[config.mk]
export PLATFORM = sky130hd
export DESIGN_NAME = adders_flat
export DESIGN_NICKNAME = d
export VERILOG_FILES = /design/src/rtl/adders_if.sv /design/src/rtl/adders.sv /design/src/flat_wrapper.sv
export SDC_FILE = /design/constraint.sdc
export NUM_CORES = 1
export LEC_CHECK = 0
export CORE_ASPECT_RATIO = 0.7
export CORE_MARGIN = 1
export CORE_UTILIZATION = 43
export DETAILED_ROUTE_END_ITERATION = 10
export GPL_ROUTABILITY_DRIVEN = 0
export HOLD_SLACK_MARGIN = 0.15
export MAX_ROUTING_LAYER = met4
export PLACE_DENSITY = 0.84
export SLEW_MARGIN = 20
export SYNTH_ARGS = -nofsm -noshare
export SYNTH_HDL_FRONTEND = slang
export SYNTH_HIERARCHICAL = 1
export SYNTH_SLANG_ARGS = --single-unit
[constraint.sdc]
create_clock -name clk -period 24.5 [get_ports clk]
set_input_delay 7.35 -clock clk [delete_from_list [all_inputs] [get_ports clk]]
set_output_delay 7.35 -clock clk [all_outputs]
set_load 0.02 [all_outputs]
[src/rtl/adders_if.sv]
// adders_if: operand/result bundle for the registered adder block.
//   master : drives in_valid, a, b, c, a_n, b_n; receives registered results
//   slave  : the adder block; receives operands, drives out_valid, half_sum,
//            half_carry, sum, carry, out_n, cout_n (and ovf_n when
//            ADDERS_OVERFLOW_EN is defined)
// Macro: ADDERS_OVERFLOW_EN adds the signed-overflow result ovf_n.
interface adders_if #(parameter int N = 32);
   logic         in_valid;
   logic         a;
   logic         b;
   logic         c;
   logic [N-1:0] a_n;
   logic [N-1:0] b_n;
   logic         out_valid;
   logic         half_sum;
   logic         half_carry;
   logic         sum;
   logic         carry;
   logic [N-1:0] out_n;
   logic         cout_n;
`ifdef ADDERS_OVERFLOW_EN
   logic         ovf_n;
   modport master (output in_valid, a, b, c, a_n, b_n,
                   input out_valid, half_sum, half_carry, sum, carry, out_n, cout_n, ovf_n);
   modport slave (input in_valid, a, b, c, a_n, b_n,
                  output out_valid, half_sum, half_carry, sum, carry, out_n, cout_n, ovf_n);
`else
   modport master (output in_valid, a, b, c, a_n, b_n,
                   input out_valid, half_sum, half_carry, sum, carry, out_n, cout_n);
   modport slave (input in_valid, a, b, c, a_n, b_n,
                  output out_valid, half_sum, half_carry, sum, carry, out_n, cout_n);
`endif
endinterface

[src/rtl/adders.sv]
// adders: registered half adder, full adder and N-bit ripple-carry adder.
//   clk   : rising-edge clock
//   rst_n : synchronous active-low reset, clears every output register
//   bus   : adders_if.slave carrying operands (in_valid, a, b, c, a_n, b_n)
//           and registered results (out_valid, half_sum, half_carry, sum,
//           carry, out_n, cout_n, ovf_n)
// Macro: ADDERS_OVERFLOW_EN enables the registered signed-overflow flag ovf_n.

// adders_ha: combinational half adder cell.
module adders_ha (
   input  logic a,
   input  logic b,
   output logic s,
   output logic co
);
   assign s  = a ^ b;
   assign co = a & b;
endmodule

// adders_fa: full adder built from two half adders and an OR.
module adders_fa (
   input  logic a,
   input  logic b,
   input  logic ci,
   output logic s,
   output logic co
);
   logic s0, c0, c1;
   adders_ha u_ha0 (.a(a),  .b(b),  .s(s0), .co(c0));
   adders_ha u_ha1 (.a(s0), .b(ci), .s(s),  .co(c1));
   assign co = c0 | c1;
endmodule

module adders #(parameter int N = 32) (
   input logic   clk,
   input logic   rst_n,
   adders_if.slave bus
);
   logic         ha_s, ha_c, fa_s, fa_c;
   logic [N:0]   cy;
   logic [N-1:0] sum_n;
   adders_ha u_ha (.a(bus.a), .b(bus.b), .s(ha_s), .co(ha_c));
   adders_fa u_fa (.a(bus.a), .b(bus.b), .ci(bus.c), .s(fa_s), .co(fa_c));
   // Ripple chain: bit 0 has no carry-in, each cell feeds the next.
   assign cy[0] = 1'b0;
   for (genvar i = 0; i < N; i++) begin : g_rc
      adders_fa u_cell (.a(bus.a_n[i]), .b(bus.b_n[i]), .ci(cy[i]), .s(sum_n[i]), .co(cy[i+1]));
   end
   always_ff @(posedge clk) begin
      if (!rst_n) begin
         bus.out_valid  <= 1'b0;
         bus.half_sum   <= 1'b0;
         bus.half_carry <= 1'b0;
         bus.sum        <= 1'b0;
         bus.carry      <= 1'b0;
         bus.out_n      <= '0;
         bus.cout_n     <= 1'b0;
`ifdef ADDERS_OVERFLOW_EN
         bus.ovf_n      <= 1'b0;
`endif
      end else begin
         bus.out_valid <= bus.in_valid;
         if (bus.in_valid) begin
            bus.half_sum   <= ha_s;
            bus.half_carry <= ha_c;
            bus.sum        <= fa_s;
            bus.carry      <= fa_c;
            bus.out_n      <= sum_n;
            bus.cout_n     <= cy[N];
`ifdef ADDERS_OVERFLOW_EN
            // Same-sign operands whose result sign differs.
            bus.ovf_n      <= (bus.a_n[N-1] == bus.b_n[N-1]) && (sum_n[N-1] != bus.a_n[N-1]);
`endif
         end
      end
   end
endmodule

[src/flat_wrapper.sv]
// flat-port wrapper written by rule: the top's interface ports become plain ports
module adders_flat 
#(parameter int N = 32)
  (clk, rst_n, bus_in_valid, bus_a, bus_b, bus_c, bus_a_n, bus_b_n, bus_out_valid, bus_half_sum, bus_half_carry, bus_sum, bus_carry, bus_out_n, bus_cout_n);
  adders_if #(.N(N)) bus_i ();
  input logic clk;
  input logic rst_n;
  input wire logic [$bits(bus_i.in_valid)-1:0] bus_in_valid;
  input wire logic [$bits(bus_i.a)-1:0] bus_a;
  input wire logic [$bits(bus_i.b)-1:0] bus_b;
  input wire logic [$bits(bus_i.c)-1:0] bus_c;
  input wire logic [$bits(bus_i.a_n)-1:0] bus_a_n;
  input wire logic [$bits(bus_i.b_n)-1:0] bus_b_n;
  output wire logic [$bits(bus_i.out_valid)-1:0] bus_out_valid;
  output wire logic [$bits(bus_i.half_sum)-1:0] bus_half_sum;
  output wire logic [$bits(bus_i.half_carry)-1:0] bus_half_carry;
  output wire logic [$bits(bus_i.sum)-1:0] bus_sum;
  output wire logic [$bits(bus_i.carry)-1:0] bus_carry;
  output wire logic [$bits(bus_i.out_n)-1:0] bus_out_n;
  output wire logic [$bits(bus_i.cout_n)-1:0] bus_cout_n;
  assign bus_i.in_valid = bus_in_valid;
  assign bus_i.a = bus_a;
  assign bus_i.b = bus_b;
  assign bus_i.c = bus_c;
  assign bus_i.a_n = bus_a_n;
  assign bus_i.b_n = bus_b_n;
  assign bus_out_valid = bus_i.out_valid;
  assign bus_half_sum = bus_i.half_sum;
  assign bus_half_carry = bus_i.half_carry;
  assign bus_sum = bus_i.sum;
  assign bus_carry = bus_i.carry;
  assign bus_out_n = bus_i.out_n;
  assign bus_cout_n = bus_i.cout_n;
  adders #(.N(N)) u_core (.clk(clk), .rst_n(rst_n), .bus(bus_i));
endmodule
==> metrics.md, run 1 <==
| Metric | Value |
|---|---|
| Synth-to-Final Area Change | 47.0% |
| Yosys warns | 6 |
| Gr usage total | 0.181 |
| Leading cell type in the layout, fill and taps excluded | clkdlybuf4s50_1 |
| Fillcell total | approximately 460 |
| Vias per inst | 4.68 |
| Drt total wl | 5120 um |
| CP Launch Type | primary input |
| Post-synthesis sequential area ratio | 0.306 |
| Initial antenna violation count | 0 |
| Met3 usage | 0.0417 |
| Share of layout cells above drive strength 1 | 0.0274 |
| Number of gates resized after CTS | 0 |
| Leak pwr | 1.70 nW |
| Utilization after layout | 0.676 |
| Power per cell area | 48.3 nW/um2 |
| Die Wd | 92.8 um |
| Detail Placement HPWL | 4040 um |
| Cts bufs inserted | 5 |
| Worst-path fanout max | 1 |
| Synth Register Bits | 38 |
| Hold WC Path Type | reg2reg |
| Commonest cells after routing, fill and taps aside | 105 x clkdlybuf4s50_1, 67 x ha_1, 38 x dfxtp_1 |
| Violation count after the first detailed-routing iteration | 19 |
| WS Path Type | in2reg |
| Worst Skew | 0 ps |
| Worst-margin pin slew | 638 ps |
| Final setup margin | approximately 4000 ps |
| Drt first pass iters | 4 |
| Remaining DRCs | 0 |
| WL/cell | roughly 13 um |
| Die area | 6090 um2 |
| Pwr Total | 0.176 mW |
| Remaining global-route overflow | 0 |
| Fin. Hold Viols | 0 |
| Worst-path clk slew | around 70 ps |
| Final Setup Violations | 0 |
| RSZ-0062 raised after global routing | no |
| Via count | 1873 |
| Hold_buf cts | 0 |
| Clock Root Buffer | clkbuf_8 |
| CTS tree | built |
| Slew HR | 0.575 |
| CP arrival | 20630 ps |
| Final Cycle Share | 0.835 |
| Syn Area/Cell | about 11 um2 |
| First-pass GRT wire length | 8340 um |
| Maximum clock rate | around 50 MHz |
| Antenna cells | 0 |
| Largest net degree at the start of global routing | 39 |
| Sum Neg Setup Slack | 0 ps |
| Status | complete, no violations |
| Port bufs | 107 |
| Cell area after synthesis | 2480 um2 |
| Multi-input gate area | 1660 um2 |
| Met1 usage | 0.218 |
| Slowest cell on crit path | clkdlybuf4s50_1 |
| Ports | between 100 and 150 |
| Post-Synthesis Cells | 222 |
| Critical Path End Type | flip-flop |
| Syn nets | 359 |
| Clk Latency, worst-skew pair | 280 ps |
| Place WS | 3680 ps |
| Netlist cell types | 12 |
| Clock sink count | 38 |
| Max-cap violations | 0 |
| VDD IR max | around 30 uV |
| Max Root-Sink Buffers | 2 |
| Post-layout min period | 20460 ps |
| Count of final max-slew check failures | 0 |
| Rows | 22 |
| Die Span Y | between 60 and 70 um |
| Gr busiest metal | met2 |
| Vias in the first global route | ~1800 |
| Min Hold Slack | 515 ps |
| Initial Util | 0.460 |
| WP data required | 24670 ps |
| Worst path max stage delay | ~400 ps |
| Register area | around 760 um2 |
| Nets@finish | 465 |
| Grt met2 use | 0.303 |
| Antenna Nets Post-Route | 0 |
| Setup bufs post-CTS | 0 |
| H-tree Lvls | 2 |
| Core Footprint | between 5000 and 6000 um2 |
[cell type report]
class	instances	area share
clock inverter	2	0.00274
sequential	38	0.208
tap	72	0.0247
timing repair buffer	107	0.291
clock buffer	5	0.0189
multi-input combinational	176	0.454
[worst max-delay path, delay by kind of cell]
family                   cells  cell delay [ps]
multiplexers                 1              140
buffers and inverters        1              400
AND/OR/NAND/NOR             33             7230
adder cells (fa/ha/maj)     32             5520
[cell families (layout without fill, tap and decap cells)]
| kind of cell | Yosys count | count (layout) | share of synthesized area |
|---|---|---|---|
| adders and majority gates | 67 | 67 | 0.338 |
| buffers and inverters | 8 | 114 | 0.0262 |
| DFF | 38 | 38 | 0.306 |
| muxes | 37 | 37 | 0.149 |
| other | 1 | 1 | 0.00151 |
| and+or+nand+nor | 71 | 71 | 0.179 |
[routing by layer]
| layer | share of wire | vias up |
|---|---|---|
| li1 | - | 970 |
| met1 | 0.46 | 852 |
| met2 | 0.47 | 45 |
| met3 | 0.054 | 6 |
| met4 | 0.014 | 0 |
| met5 | 0 | - |
[worst paths after layout]
kind                                                   startpoint                                end  slack [ps]  cells past startpoint
worst max register to register  u_core/bus.out_n[22]$_SDFFE_PN0P_  u_core/bus.out_n[22]$_SDFFE_PN0P_       23840                      2
worst min register to register  u_core/bus.out_n[12]$_SDFFE_PN0P_  u_core/bus.out_n[12]$_SDFFE_PN0P_         510                      2
worst max-delay path                                   bus_a_n[0]     u_core/bus.cout_n$_SDFFE_PN0P_        4040                     67
worst min-delay path            u_core/bus.out_n[12]$_SDFFE_PN0P_  u_core/bus.out_n[12]$_SDFFE_PN0P_         510                      2
[flip-flops by register name, indices dropped and copies added, names as in the netlist]
signal,flops
u_core/bus.out_valid,1
u_core/bus.sum,1
u_core/bus.half_carry,1
u_core/bus.out_n,32
u_core/bus.cout_n,1
u_core/bus.half_sum,1
u_core/bus.carry,1
[cell usage after synthesis, drive strengths merged]
library cell,number,area share
conb,1,0.0015
buf,5,0.022
and2,1,0.0025
or2,33,0.083
nor2b,37,0.093
dfxtp,38,0.31
clkbuf,3,0.0045
mux2i,37,0.15
ha,67,0.34
[metrics by stage]
stage,instance area (um2),cells
2_1_floorplan,2480,222
3_3_place_gp,3570,393
3_5_place_dp,3570,393
4_1_cts,3650,400
5_1_grt,3650,400
6_report,3650,400
[where the power goes]
part,internal [mW],switching [mW],leakage (nW)
clock,0.0191,0.0204,0.0438
combinational,0.0371,0.0280,1.34
sequential,0.0686,0.00320,0.314
total,0.125,0.0515,1.70
(Power assumes the default switching activity.)
==> run 2, diff against run 1 <==
Settings changed: CORE_UTILIZATION 43 to 39, PLACE_DENSITY 0.84 to 0.8.
Clock period 24.5 ns to 17.7 ns, I/O delays scaled along.
==> run 2 against run 1 <==
- critical path depth unchanged
- die area up 10%
- wire length up 1.3%
- clock-buffer cell count up 2
- cell count up 0.75%
- utilization down 4.1 points
- largest power group unchanged
==> metrics.md, run 2 (synthesis results as in run 1) <==
| Metric | Value |
|---|---|
| Status | complete, no violations |
| Fin. Hold Viols | 0 (unchanged) |
| Max Root-Sink Buffers | 2 (unchanged) |
| Detail Placement HPWL | 4120 um (+1.8%) |
| Synth-to-Final Area Change | 51.9% |
| Drt first pass iters | 4 (unchanged) |
| WP data required | 17870 ps (-6800 ps) |
| Flop2flop setup slack | 17070 ps (-6770 ps) |
| Met3 usage | 0.0302 (-0.0114) |
| Slowest cell on crit path | or2_4 |
| Maximum clock rate | 56.8 MHz |
| Largest net degree at the start of global routing | 39 (unchanged) |
| Port bufs | 107 (unchanged) |
| Most common cell on crit path | or2_1 |
| Initial antenna violation count | 0 (unchanged) |
| Pwr Total | 0.247 mW (+40%) |
| Remaining global-route overflow | 0 (unchanged) |
| Share of layout cells above drive strength 1 | 0.134 (+0.107) |
| Placed Cells | 396 (+0.76%) |
| Largest register FFs | 32 (unchanged) |
| Slew HR | 0.573 (-0.00171) |
| Ports | 108 (unchanged) |
| Gr usage total | 0.163 (-0.0175) |
| Die Span Y | 68.8 um (+4.8%) |
| Sum Neg Setup Slack | 0 ps (unchanged) |
| Initial Util | 0.419 (-0.0414) |
| Final Cycle Share | 0.995 |
| Antenna Nets Post-Route | 0 (unchanged) |
| Core Footprint | 5930 um2 (+9.9%) |
| Min-delay src | u_core/bus.out_n[15]$_SDFFE_PN0P_ |
| Worst r2r src | u_core/bus.out_n[28]$_SDFFE_PN0P_ |
| Worst-path fanout max | 1 (unchanged) |
| Clk Latency, worst-skew pair | 270 ps (about the same) |
| Register with the most flip-flops | u_core/bus.out_n |
| Gr busiest metal | met2 |
| Antenna cells | 0 (unchanged) |
| Clock sink count | 38 (unchanged) |
| Die Wd | 97.4 um (+4.9%) |
| Worst Skew | 0 ps (unchanged) |
| Setup bufs post-CTS | 0 (unchanged) |
| CTS tree | built |
| H-tree Lvls | 2 (unchanged) |
| Remaining DRCs | 0 (unchanged) |
| Hold_buf cts | 0 (unchanged) |
| Leading cell type in the layout, fill and taps excluded | clkdlybuf4s50_1 |
| Met1 usage | 0.205 (-0.0135) |
| Cts bufs inserted | 5 (unchanged) |
| WL/cell | 12.9 um (+0.50%) |
| CP Launch Type | primary input |
| Fillcell total | 501 (+8.4%) |
| Die area | 6690 um2 (+10%) |
| Hold WC Path Type | reg2reg |
| Vias in the first global route | 1828 (-0.055%) |
| Worst-margin pin slew | 641 ps (+2.56 ps) |
| Register-to-Register Path Depth | 2 (unchanged) |
| Post-DP Area | 3570 um2 (about the same) |
| Critical Path End Type | flip-flop |
| First-pass GRT wire length | 8360 um (+0.24%) |
| Final Setup Violations | 0 (unchanged) |
| Rows | 23 (+4.5%) |
| Commonest cells after routing, fill and taps aside | 101 x clkdlybuf4s50_1, 38 x dfxtp_1, 37 x mux2i_1, 37 x nor2b_1, 34 x ha_1 |
| Vias per inst | 4.60 (-1.8%) |
| WHS Path Cells | 2 (unchanged) |
| Power per cell area | 65.5 nW/um2 (+36%) |
| Cell area after layout | 3770 um2 (+3.3%) |
| Post-layout min period | 17610 ps |
| Register area | 761 um2 (unchanged) |
| Leak pwr | 1.65 nW (-3.0%) |
| Grt met2 use | 0.279 (-0.0243) |
| Nets@finish | 465 (unchanged) |
| Multi-input gate area | 1770 um2 (+6.9%) |
| Max-cap violations | 0 (unchanged) |
| VDD IR max | 51.4 uV (+74%) |
| Count of final max-slew check failures | 0 (unchanged) |
| Worst min-delay path endpoint | u_core/bus.out_n[15]$_SDFFE_PN0P_ |
| Via count | 1854 (-1.0%) |
| Clock Root Buffer | clkbuf_8 |
| Worst path max stage delay | 250 ps (-150 ps) |
| Fin cells | 403 (+0.75%) |
| Worst-path clk slew | 70 ps (about the same) |
| RSZ-0062 raised after global routing | yes |
| FF-to-FF End | u_core/bus.out_n[28]$_SDFFE_PN0P_ |
| CP arrival | 17780 ps (-2850 ps) |
| Drt total wl | 5180 um (+1.3%) |
| Violation count after the first detailed-routing iteration | 14 (-5) |
| WS Path Type | in2reg |
## run 2: layout make-up
| type | count | share of cell area |
|---|---|---|
| Multi-Input combinational cell | 176 | 0.470 |
| Sequential cell | 38 | 0.202 |
| Clock buffer | 7 | 0.0202 |
| Tap cell | 75 | 0.0249 |
| Timing Repair Buffer | 107 | 0.283 |
## run 2: worst max path at each step
stage / slack, ps / to / startpoint
after global placement: -860 / u_core/bus.cout_n$_SDFFE_PN0P_ / bus_a_n[0]
final: 90 / u_core/bus.cout_n$_SDFFE_PN0P_ / bus_b_n[0]
after floorplan: 10 / u_core/bus.cout_n$_SDFFE_PN0P_ / bus_a_n[0]
after detailed placement: -1100 / u_core/bus.cout_n$_SDFFE_PN0P_ / bus_a_n[0]
after global routing: -490 / u_core/bus.cout_n$_SDFFE_PN0P_ / bus_b_n[0]
after CTS: -40 / u_core/bus.cout_n$_SDFFE_PN0P_ / bus_b_n[0]
## run 2: worst max-delay path: cells and delay by family
| family | cells | cell delay (ps) |
|---|---|---|
| adders and majority gates | 32 | 5370 |
| buffers and inverters | 1 | 100 |
| muxes | 1 | 140 |
| and+or+nand+nor | 33 | 6850 |
## run 2: through the flow
step,utilization,setup slack (ps),hold slack [ps]
global placement,0.603,-862,495
detailed placement,0.603,-1100,506
CTS,0.633,-42.8,523
finish,0.636,91.0,518
floorplan,-,14.7,589
global route,0.636,-488,540
## run 2: power by group
group / internal, mW / switching [mW]
sequential: 0.0950 / 0.00439
clock: 0.0271 / 0.0267
combinational: 0.0535 / 0.0402
## run 2: layer usage
metal,share of wire,up-vias
met2,0.47,41
met3,0.041,2
li1,-,974
met4,0.0046,0
met1,0.48,837
met5,0,-
## run 2: repair_timing
| item | CTS | global route |
|---|---|---|
| setup endpoints to repair | 3 | 3 |
| resized for setup | 47 | 2 |
| pin swaps | 65 | 11 |
| gates cloned | 0 | 0 |
